File: src/rtl/piezo_tone_gen_if.sv
// Keypad-to-piezo signal bundle for piezo_tone_gen.
// OCT exists only when OCTAVE_SHIFT_EN is defined.
interface piezo_tone_gen_if #(
  parameter int unsigned N_KEYS = 8,
  parameter int unsigned IDX_W  = 3
);
  logic [N_KEYS-1:0] KEY;
`ifdef OCTAVE_SHIFT_EN
  logic [1:0]        OCT;
`endif
  logic              PIEZO;
  logic              ACTIVE;
  logic [IDX_W-1:0]  NOTE;

  modport master (
`ifdef OCTAVE_SHIFT_EN
    output OCT,
`endif
    output KEY,
    input  PIEZO, ACTIVE, NOTE
  );

  modport slave (
`ifdef OCTAVE_SHIFT_EN
    input  OCT,
`endif
    input  KEY,
    output PIEZO, ACTIVE, NOTE
  );
endinterface

File: src/rtl/piezo_tone_gen.sv
// Keypad piezo tone generator: synchronised keys, highest-index priority, glitch-free
// note changes at half-period boundaries and release sustain. Optional OCTAVE_SHIFT_EN.
//
// state  | meaning
// S_IDLE | silent, PIEZO=0, waiting for a key
// S_PLAY | tone sounding; with no key held this is the sustain phase
module piezo_tone_gen #(
  parameter int unsigned N_KEYS = 8,
  parameter int unsigned IDX_W  = 3,
  parameter int unsigned CNT_W  = 8,
  parameter logic [N_KEYS*CNT_W-1:0] LIMIT_TABLE =
    {8'd190, 8'd169, 8'd151, 8'd142, 8'd127, 8'd113, 8'd100, 8'd95},
  parameter int unsigned HOLD_W   = 16,
  parameter int unsigned MIN_HOLD = 1000
) (
  input logic              CLK,
  input logic              RESETN,
  piezo_tone_gen_if.slave  bus
);

  typedef enum logic {S_IDLE, S_PLAY} state_t;

  localparam logic [HOLD_W-1:0] HOLD_INIT = HOLD_W'(MIN_HOLD);

  state_t            state_q, state_d;
  logic [N_KEYS-1:0] key_s1_q, key_s2_q;
  logic [CNT_W-1:0]  cnt_q, cnt_d, t_q, t_d, t_new, raw;
  logic [IDX_W-1:0]  note_q, note_d, idx, sel;
  logic [HOLD_W-1:0] hold_q, hold_d;
  logic              piezo_q, piezo_d;
  logic              req_valid;
`ifdef OCTAVE_SHIFT_EN
  logic [1:0]        oct_s1_q, oct_s2_q;
  logic [CNT_W:0]    shifted;
`endif

  always_comb begin
    idx = '0;
    for (int i = 0; i < N_KEYS; i++)
      if (key_s2_q[i]) idx = IDX_W'(i);
  end

  assign req_valid = |key_s2_q;
  // Without a key held the current note keeps its table entry (sustain).
  assign sel = req_valid ? idx : note_q;

  always_comb begin
    raw = '0;
    for (int i = 0; i < N_KEYS; i++)
      if (sel == IDX_W'(i)) raw = LIMIT_TABLE[i*CNT_W +: CNT_W];
  end

`ifdef OCTAVE_SHIFT_EN
  always_comb begin
    shifted = ({1'b0, raw} + (CNT_W+1)'(1)) >> oct_s2_q;
    t_new   = (shifted <= (CNT_W+1)'(2)) ? CNT_W'(1) : CNT_W'(shifted - (CNT_W+1)'(1));
  end
`else
  assign t_new = (raw == '0) ? CNT_W'(1) : raw;
`endif

  always_ff @(posedge CLK or negedge RESETN) begin
    if (!RESETN) begin
      state_q  <= S_IDLE;
      key_s1_q <= '0;
      key_s2_q <= '0;
      cnt_q    <= '0;
      t_q      <= '0;
      note_q   <= '0;
      hold_q   <= '0;
      piezo_q  <= 1'b0;
`ifdef OCTAVE_SHIFT_EN
      oct_s1_q <= '0;
      oct_s2_q <= '0;
`endif
    end else begin
      state_q  <= state_d;
      key_s1_q <= bus.KEY;
      key_s2_q <= key_s1_q;
      cnt_q    <= cnt_d;
      t_q      <= t_d;
      note_q   <= note_d;
      hold_q   <= hold_d;
      piezo_q  <= piezo_d;
`ifdef OCTAVE_SHIFT_EN
      oct_s1_q <= bus.OCT;
      oct_s2_q <= oct_s1_q;
`endif
    end
  end

  always_comb begin
    state_d = state_q;
    case (state_q)
      S_IDLE:  if (req_valid) state_d = S_PLAY;
      default: if (!req_valid && hold_q == '0) state_d = S_IDLE;
    endcase
  end

  always_comb begin
    cnt_d   = cnt_q;
    t_d     = t_q;
    note_d  = note_q;
    hold_d  = hold_q;
    piezo_d = piezo_q;
    case (state_q)
      S_IDLE: begin
        cnt_d   = '0;
        piezo_d = 1'b0;
        hold_d  = '0;
        if (req_valid) begin
          note_d = idx;
          t_d    = t_new;
          hold_d = HOLD_INIT;
        end
      end
      default: begin
        if (req_valid)          hold_d = HOLD_INIT;
        else if (hold_q != '0)  hold_d = hold_q - 1'b1;
        if (!req_valid && hold_q == '0) begin
          cnt_d   = '0;
          piezo_d = 1'b0;
        end else if (cnt_q == t_q) begin
          // Pending note/octave changes take effect only here, so no half-period is cut short.
          cnt_d   = '0;
          piezo_d = ~piezo_q;
          note_d  = sel;
          t_d     = t_new;
        end else begin
          cnt_d = cnt_q + 1'b1;
        end
      end
    endcase
  end

  assign bus.PIEZO  = piezo_q;
  assign bus.ACTIVE = (state_q == S_PLAY);
  assign bus.NOTE   = note_q;

endmodule

File: src/flat_wrapper.sv
// flat-port wrapper written by rule: the top's interface ports become plain ports
module piezo_tone_gen_flat 
#(
  parameter int unsigned N_KEYS = 8,
  parameter int unsigned IDX_W  = 3,
  parameter int unsigned CNT_W  = 8,
  parameter logic [N_KEYS*CNT_W-1:0] LIMIT_TABLE =
    {8'd190, 8'd169, 8'd151, 8'd142, 8'd127, 8'd113, 8'd100, 8'd95},
  parameter int unsigned HOLD_W   = 16,
  parameter int unsigned MIN_HOLD = 1000
)
  (CLK, RESETN, bus_KEY, bus_PIEZO, bus_ACTIVE, bus_NOTE);
  piezo_tone_gen_if #(.N_KEYS(N_KEYS), .IDX_W(IDX_W)) bus_i ();
  input logic CLK;
  input logic RESETN;
  input wire logic [$bits(bus_i.KEY)-1:0] bus_KEY;
  output wire logic [$bits(bus_i.PIEZO)-1:0] bus_PIEZO;
  output wire logic [$bits(bus_i.ACTIVE)-1:0] bus_ACTIVE;
  output wire logic [$bits(bus_i.NOTE)-1:0] bus_NOTE;
  assign bus_i.KEY = bus_KEY;
  assign bus_PIEZO = bus_i.PIEZO;
  assign bus_ACTIVE = bus_i.ACTIVE;
  assign bus_NOTE = bus_i.NOTE;
  piezo_tone_gen #(.N_KEYS(N_KEYS), .IDX_W(IDX_W), .CNT_W(CNT_W), .LIMIT_TABLE(LIMIT_TABLE), .HOLD_W(HOLD_W), .MIN_HOLD(MIN_HOLD)) u_core (.CLK(CLK), .RESETN(RESETN), .bus(bus_i));
endmodule
File: config.mk
export PLATFORM = sky130hd
export DESIGN_NAME = piezo_tone_gen_flat
export DESIGN_NICKNAME = d
export VERILOG_FILES = /design/src/rtl/piezo_tone_gen_if.sv /design/src/rtl/piezo_tone_gen.sv /design/src/flat_wrapper.sv
export SDC_FILE = /design/constraint.sdc
export NUM_CORES = 1
export LEC_CHECK = 0
export ABC_AREA = 1
export CORE_UTILIZATION = 58
export CTS_CLUSTER_SIZE = 8
export DETAILED_ROUTE_END_ITERATION = 7
export GPL_ROUTABILITY_DRIVEN = 0
export PLACE_DENSITY = 0.78
export SLEW_MARGIN = 10
export SYNTH_ARGS = -nofsm -noshare
export SYNTH_HDL_FRONTEND = slang
export SYNTH_SLANG_ARGS = --single-unit
File: constraint.sdc
create_clock -name CLK -period 2.3 [get_ports CLK]
set_input_delay 0.23 -clock CLK [delete_from_list [all_inputs] [get_ports CLK]]
set_output_delay 0.23 -clock CLK [all_outputs]
set_load 0.02 [all_outputs]
== Word-level counts from Yosys, hierarchy flattened ==
Index checks and enable logic that the tools add are counted.
Storage, ports and cells
  word-level logic and storage cells: 70
  flip-flop bits (word level): 53
  output and inout bits: 5
Cells by class
  add/subtract/negate cells: 2
  equal/unequal tests: 12
  muxes and demuxes: 37
  bitwise gates (word level): 1
  reductions and logical operators: 10
Operator list (number)
  two-way mux 8 bit: 12
  two-way mux 16 bit: 3
  two-way mux 3 bit: 10
  two-way mux 7 bit: 4
  logical NOT 16 bit: 1
  nonzero test 16 bit: 1
  subtractor 16 x 1 -> 16 bit (second input constant): 1
  == test 3 bit (second input constant): 4
  two-way mux 10 bit: 1
  adder 8 x 1 -> 8 bit (second input constant): 1
  == test 8 bit: 1
  logical NOT 8 bit: 1
  OR reduction 8 bit: 1
  two-way mux 1 bit: 7
  == test 3 x 2 -> 1 bit (second input constant): 2
  != test 3 bit (second input constant): 2
  != test 2 bit (second input constant): 2
  == test 3 x 1 -> 1 bit (second input constant): 1
  logical NOT 3 bit: 1
  AND reduction 3 bit: 1
  AND reduction 2 bit: 1
  nonzero test 2 bit: 1
  logical AND 1 bit: 1
  logical NOT 1 bit: 1
  NOT 1 bit: 1

== Depth between registers and ports, before layout ==
  depth after elaboration: 22
  gate-level depth with buffers: 13

== Least setup slack after synthesis ==
No wires, ideal clock.
  kind: reg2reg
  start point: reg u_core.hold_q[0]
  end point: reg u_core.t_q[1]
  required time: 2.187 ns
  setup time: 0.113 ns
  buffers on the path: 0
  arrival time: 1.516 ns
  path slack: 0.671 ns
  cell stages (with the launch flop): 12
  cell sequence: dfrtp_1 > inv_1 > ha_1 > nand3_4 > nor2_8 > nand2_2 > a21oi_4 > nor2_4 > inv_4 > nand2_1 > nand2_1 > inv_1
Between the ends
  word-level cells in the longest chain between the ends: 4
RTL lines
  from (decl): RTL line piezo_tone_gen.sv:29  | logic [HOLD_W-1:0] hold_q, hold_d;
  from (signal assigned): RTL line piezo_tone_gen.sv:83  | hold_q <= hold_d;
  logical NOT 16 bit: RTL line piezo_tone_gen.sv:120  | if (!req_valid && hold_q == '0) begin
  logical AND 1 bit: RTL line piezo_tone_gen.sv:120
  != test 2 bit (no source line)
  AND reduction 3 bit (no source line)
  to (signal assigned): RTL line piezo_tone_gen.sv:81  | t_q <= t_d;
  to (decl): RTL line piezo_tone_gen.sv:27  | logic [CNT_W-1:0] cnt_q, cnt_d, t_q, t_d, t_new, raw;
No other way between the ends.
A chain may end at the register's enable or synchronous reset.

== Worst setup path after layout ==
Same ends and word-level chain as after synthesis.

==> flow_metrics.env <==
export IMPL_status="completed"
export IMPL_synth_largest_area_cell="dfrtp_1"
export IMPL_setup_tns_ns=0
export IMPL_rsz0062_at_grt="no"
export IMPL_io_pins=15
export IMPL_p_clk_share_pct=22.6
export IMPL_port_buffers=14
export IMPL_drc=0
export IMPL_rows=23
export IMPL_ctsHoldBuffers=1
export IMPL_syn_area_mm2=0.002516
export IMPL_wl_per_cell_um=11.36
export IMPL_layout_drive_gt1_share_pct=16.10
export IMPL_slew_headroom_pct=62.74
export IMPL_clk_pin_slew_ns=0.09
export IMPL_maxCapViolations=0
export IMPL_drt_iter0_drc=43
export IMPL_fin_nets=303
export IMPL_h_tree_depth=2
export IMPL_period_minus_slack_ns=1.778
export IMPL_grt_usage_pct=20.56
export IMPL_wirelength_mm=3.884
export IMPL_cts_buffers=5
export IMPL_grt_pass1_wl_mm=6.817
export IMPL_grt_pass1_vias=1606
export IMPL_drt_first_pass_iters=4
export IMPL_seq_power_share_pct=54.4
export IMPL_slew_viol_final=0
export IMPL_cts_path_max_buffers=2
export IMPL_synth_seq_cells=53
export IMPL_cts_sinks=53
export IMPL_synth_top_cell_area_share_pct=52.71
export IMPL_core_area_mm2=0.004086
export IMPL_synth_fp_nets=280
export IMPL_cts_tree="built"
export IMPL_intPower_mw=1.572
export IMPL_cp_end_kind="flop"
export IMPL_clk_latency_ns=0.30
export IMPL_critPathLaunchType="flop"
export IMPL_viasPerCell=4.895
export IMPL_cp_slowest_stage_delay_ns=0.43
export IMPL_synth_distinct_cells=37
export IMPL_swShare_pct=30.99
export IMPL_crit_fanout=9
export IMPL_path_cells="inv_1 -> ha_1 -> nand3_4 -> nor2_8 -> nand2_2 -> a21oi_4 -> nor2_4 -> inv_4 -> nand2_1 -> nand2_1 -> inv_1"
export IMPL_cts_resized=0
export IMPL_start_util_pct=61.57
export IMPL_grt_overflow=0
export IMPL_ant_nets=0
export IMPL_diodes=0
export IMPL_setup_violations=0
export IMPL_cts_root_buffer="clkbuf_8"
export IMPL_max_freq_ghz=0.5623
export IMPL_post_cts_buffers=0
export IMPL_irDropWorstVdd_v=0.0005728
export IMPL_synthTopCellsByArea="dfrtp_1, nand2_1, nor2_1"
export IMPL_fillCellCount=321
export IMPL_crit_required_ns=2.51
export IMPL_crit_type="flop to flop"
export IMPL_dp_cells=333
export IMPL_final_period_utilization_pct=77.32
export IMPL_switchingPower_uw=705.8
export IMPL_grt_max_degree=31
export IMPL_p_leak_nw=1.364
export IMPL_tightestPinTransition_ns=0.5588
export IMPL_fin_skew_ns=0.004316
export IMPL_holdCritPathClass="flop to flop"
export IMPL_area_delta_synth_final_pct=12.48
export IMPL_antenna_found_initial=0
export IMPL_vias=1674
export IMPL_pwr_share_comb_pct=23.0
export IMPL_die_height_um=67.87
export IMPL_synth_seq_area_share_pct=52.71
export IMPL_finalHoldViolCount=0
export IMPL_die_x_um=67.87
export IMPL_dp_hpwl_mm=3.014
export IMPL_dieArea_mm2=0.004606
export IMPL_synth_warnings=0
export IMPL_power_density_mw_per_mm2=804.9
export IMPL_worstPathArrival_ns=1.99
export IMPL_fin_cells=342
export IMPL_slowest_stage="dfrtp_1"
export IMPL_avgSynthCellArea_um2=9.389
export IMPL_syn_inst=268
metrics by stage:
| step | utilization [%] | area (µm²) | hold slack (ns) | power [mW] | worst slack (ns) |
|---|---|---|---|---|---|
| after CTS | 69.26 | 2830 | 0.3450 | 2.313 | 0.5089 |
| after floorplan | - | 2516 | -0.06559 | 1.615 | 0.6714 |
| after global placement | 66.81 | 2730 | 0.2542 | 1.763 | 0.6000 |
| final | 69.26 | 2830 | 0.3539 | 2.278 | 0.5217 |
| after detailed placement | 66.81 | 2730 | 0.2570 | 1.789 | 0.5183 |
| after global routing | 69.26 | 2830 | 0.3363 | 2.443 | 0.3495 |
metal layers:
metal	GRT usage [%]	routed length, µm	vias up	share of wire, %
li1	-	-	885	-
met1	26.08	1933	762	50
met2	33.66	1784	21	46
met3	5.667	103	6	2.7
met4	7.552	62	0	1.6
met5	0	0	-	0
cells in the mapped netlist:
| library cell | instances |
|---|---|
| xor2_1 | 13 |
| inv_2 | 4 |
| o22ai_1 | 1 |
| nor4_2 | 1 |
| nand3b_2 | 1 |
| inv_1 | 25 |
| o21bai_1 | 1 |
| nor2_1 | 33 |
| nand2_2 | 7 |
| a21oi_2 | 1 |
| o21bai_2 | 1 |
| o21a_1 | 2 |
| nor4_1 | 2 |
| dfrtp_1 | 53 |
| buf_6 | 1 |
| nor3_4 | 1 |
| nor2_4 | 4 |
| nand2_1 | 61 |
| and3_1 | 1 |
| inv_4 | 2 |
| nand3_4 | 2 |
| nand3b_1 | 1 |
| a31oi_1 | 2 |
| nor3b_1 | 2 |
| ha_1 | 2 |
| nand2_4 | 3 |
| o211ai_1 | 1 |
| o21ai_0 | 4 |
| nand3_1 | 9 |
| a21oi_1 | 7 |
| nor3_1 | 2 |
| xnor2_1 | 6 |
| nor2_8 | 1 |
| or2_2 | 2 |
| nor2_2 | 5 |
| o21ai_1 | 3 |
| a21oi_4 | 1 |
power by group through the flow:
stage,Sequential [mW],Combinational [mW],Clock (mW)
after floorplan,1.26,0.360,0
after global placement,1.26,0.506,0
after detailed placement,1.26,0.529,0
after CTS,1.24,0.533,0.538
after global routing,1.27,0.601,0.575
final,1.24,0.524,0.515
final timing paths:
kind	endpoint	slack [ns]	start	depth (start not counted)
worst min-delay path	u_core.key_s2_q[4]	0.35	u_core.key_s1_q[4]	0
worst max-delay path	u_core.t_q[1]	0.52	u_core.hold_q[0]	11
worst min register to register	u_core.key_s2_q[4]	0.35	u_core.key_s1_q[4]	0
max in group asynchronous	u_core.hold_q[3]	1.32	RESETN	3
min in group asynchronous	u_core.cnt_q[2]	0.44	RESETN	2
worst max register to register	u_core.t_q[1]	0.52	u_core.hold_q[0]	11
cells in the final DEF (no fill, tap or decap), types with 2 or more instances in the layout:
cell / instances
inv_1: 25
nand2_4: 3
nor2_2: 5
o21a_1: 2
nor3b_1: 2
nor4_1: 2
a21oi_1: 7
inv_4: 2
xor2_1: 13
xnor2_1: 6
clkbuf_8: 5
clkdlybuf4s50_1: 13
nand3_4: 2
nor2_1: 33
nor2_4: 4
nand3_1: 9
nand2_1: 61
or2_2: 2
ha_1: 2
nand2_2: 7
o21ai_1: 3
dfrtp_1: 53
a31oi_1: 2
o21ai_0: 4
nor3_1: 2
inv_2: 4
cells by family after synthesis:
logic type	synth area share, %
compound gates	6.166
xor+xnor	6.614
buf+inv	5.271
fa+ha+maj	0.9944
simple gates	28.24
flops	52.71
critical path: cells and delay by family, from the launching register on:
kind	cells	cell delay (ns)
compound gates	1	0.22
flops	1	0.43
simple gates	6	0.60
fa+ha+maj	1	0.24
buf+inv	3	0.21
state kept, by name (all words and copies together) (netlist names):
signal / count
u_core.key_s2_q: 8
u_core.hold_q: 16
u_core.t_q: 8
u_core.key_s1_q: 8
u_core.bus.PIEZO: 1
u_core.cnt_q: 8
u_core.bus.NOTE: 3
u_core.bus.ACTIVE: 1
layout make-up:
class,count,area (µm²),share of cell area [%]
clock buffers,5,68.82,2.431
clock inverters,3,21.27,0.7515
inverters,31,121.4,4.288
multi-input cells,183,1057,37.36
flip-flops and latches,53,1326,46.86
well taps,50,62.56,2.210
repair buffers,17,172.7,6.101
Note: power is estimated with default switching activity, not from simulation.
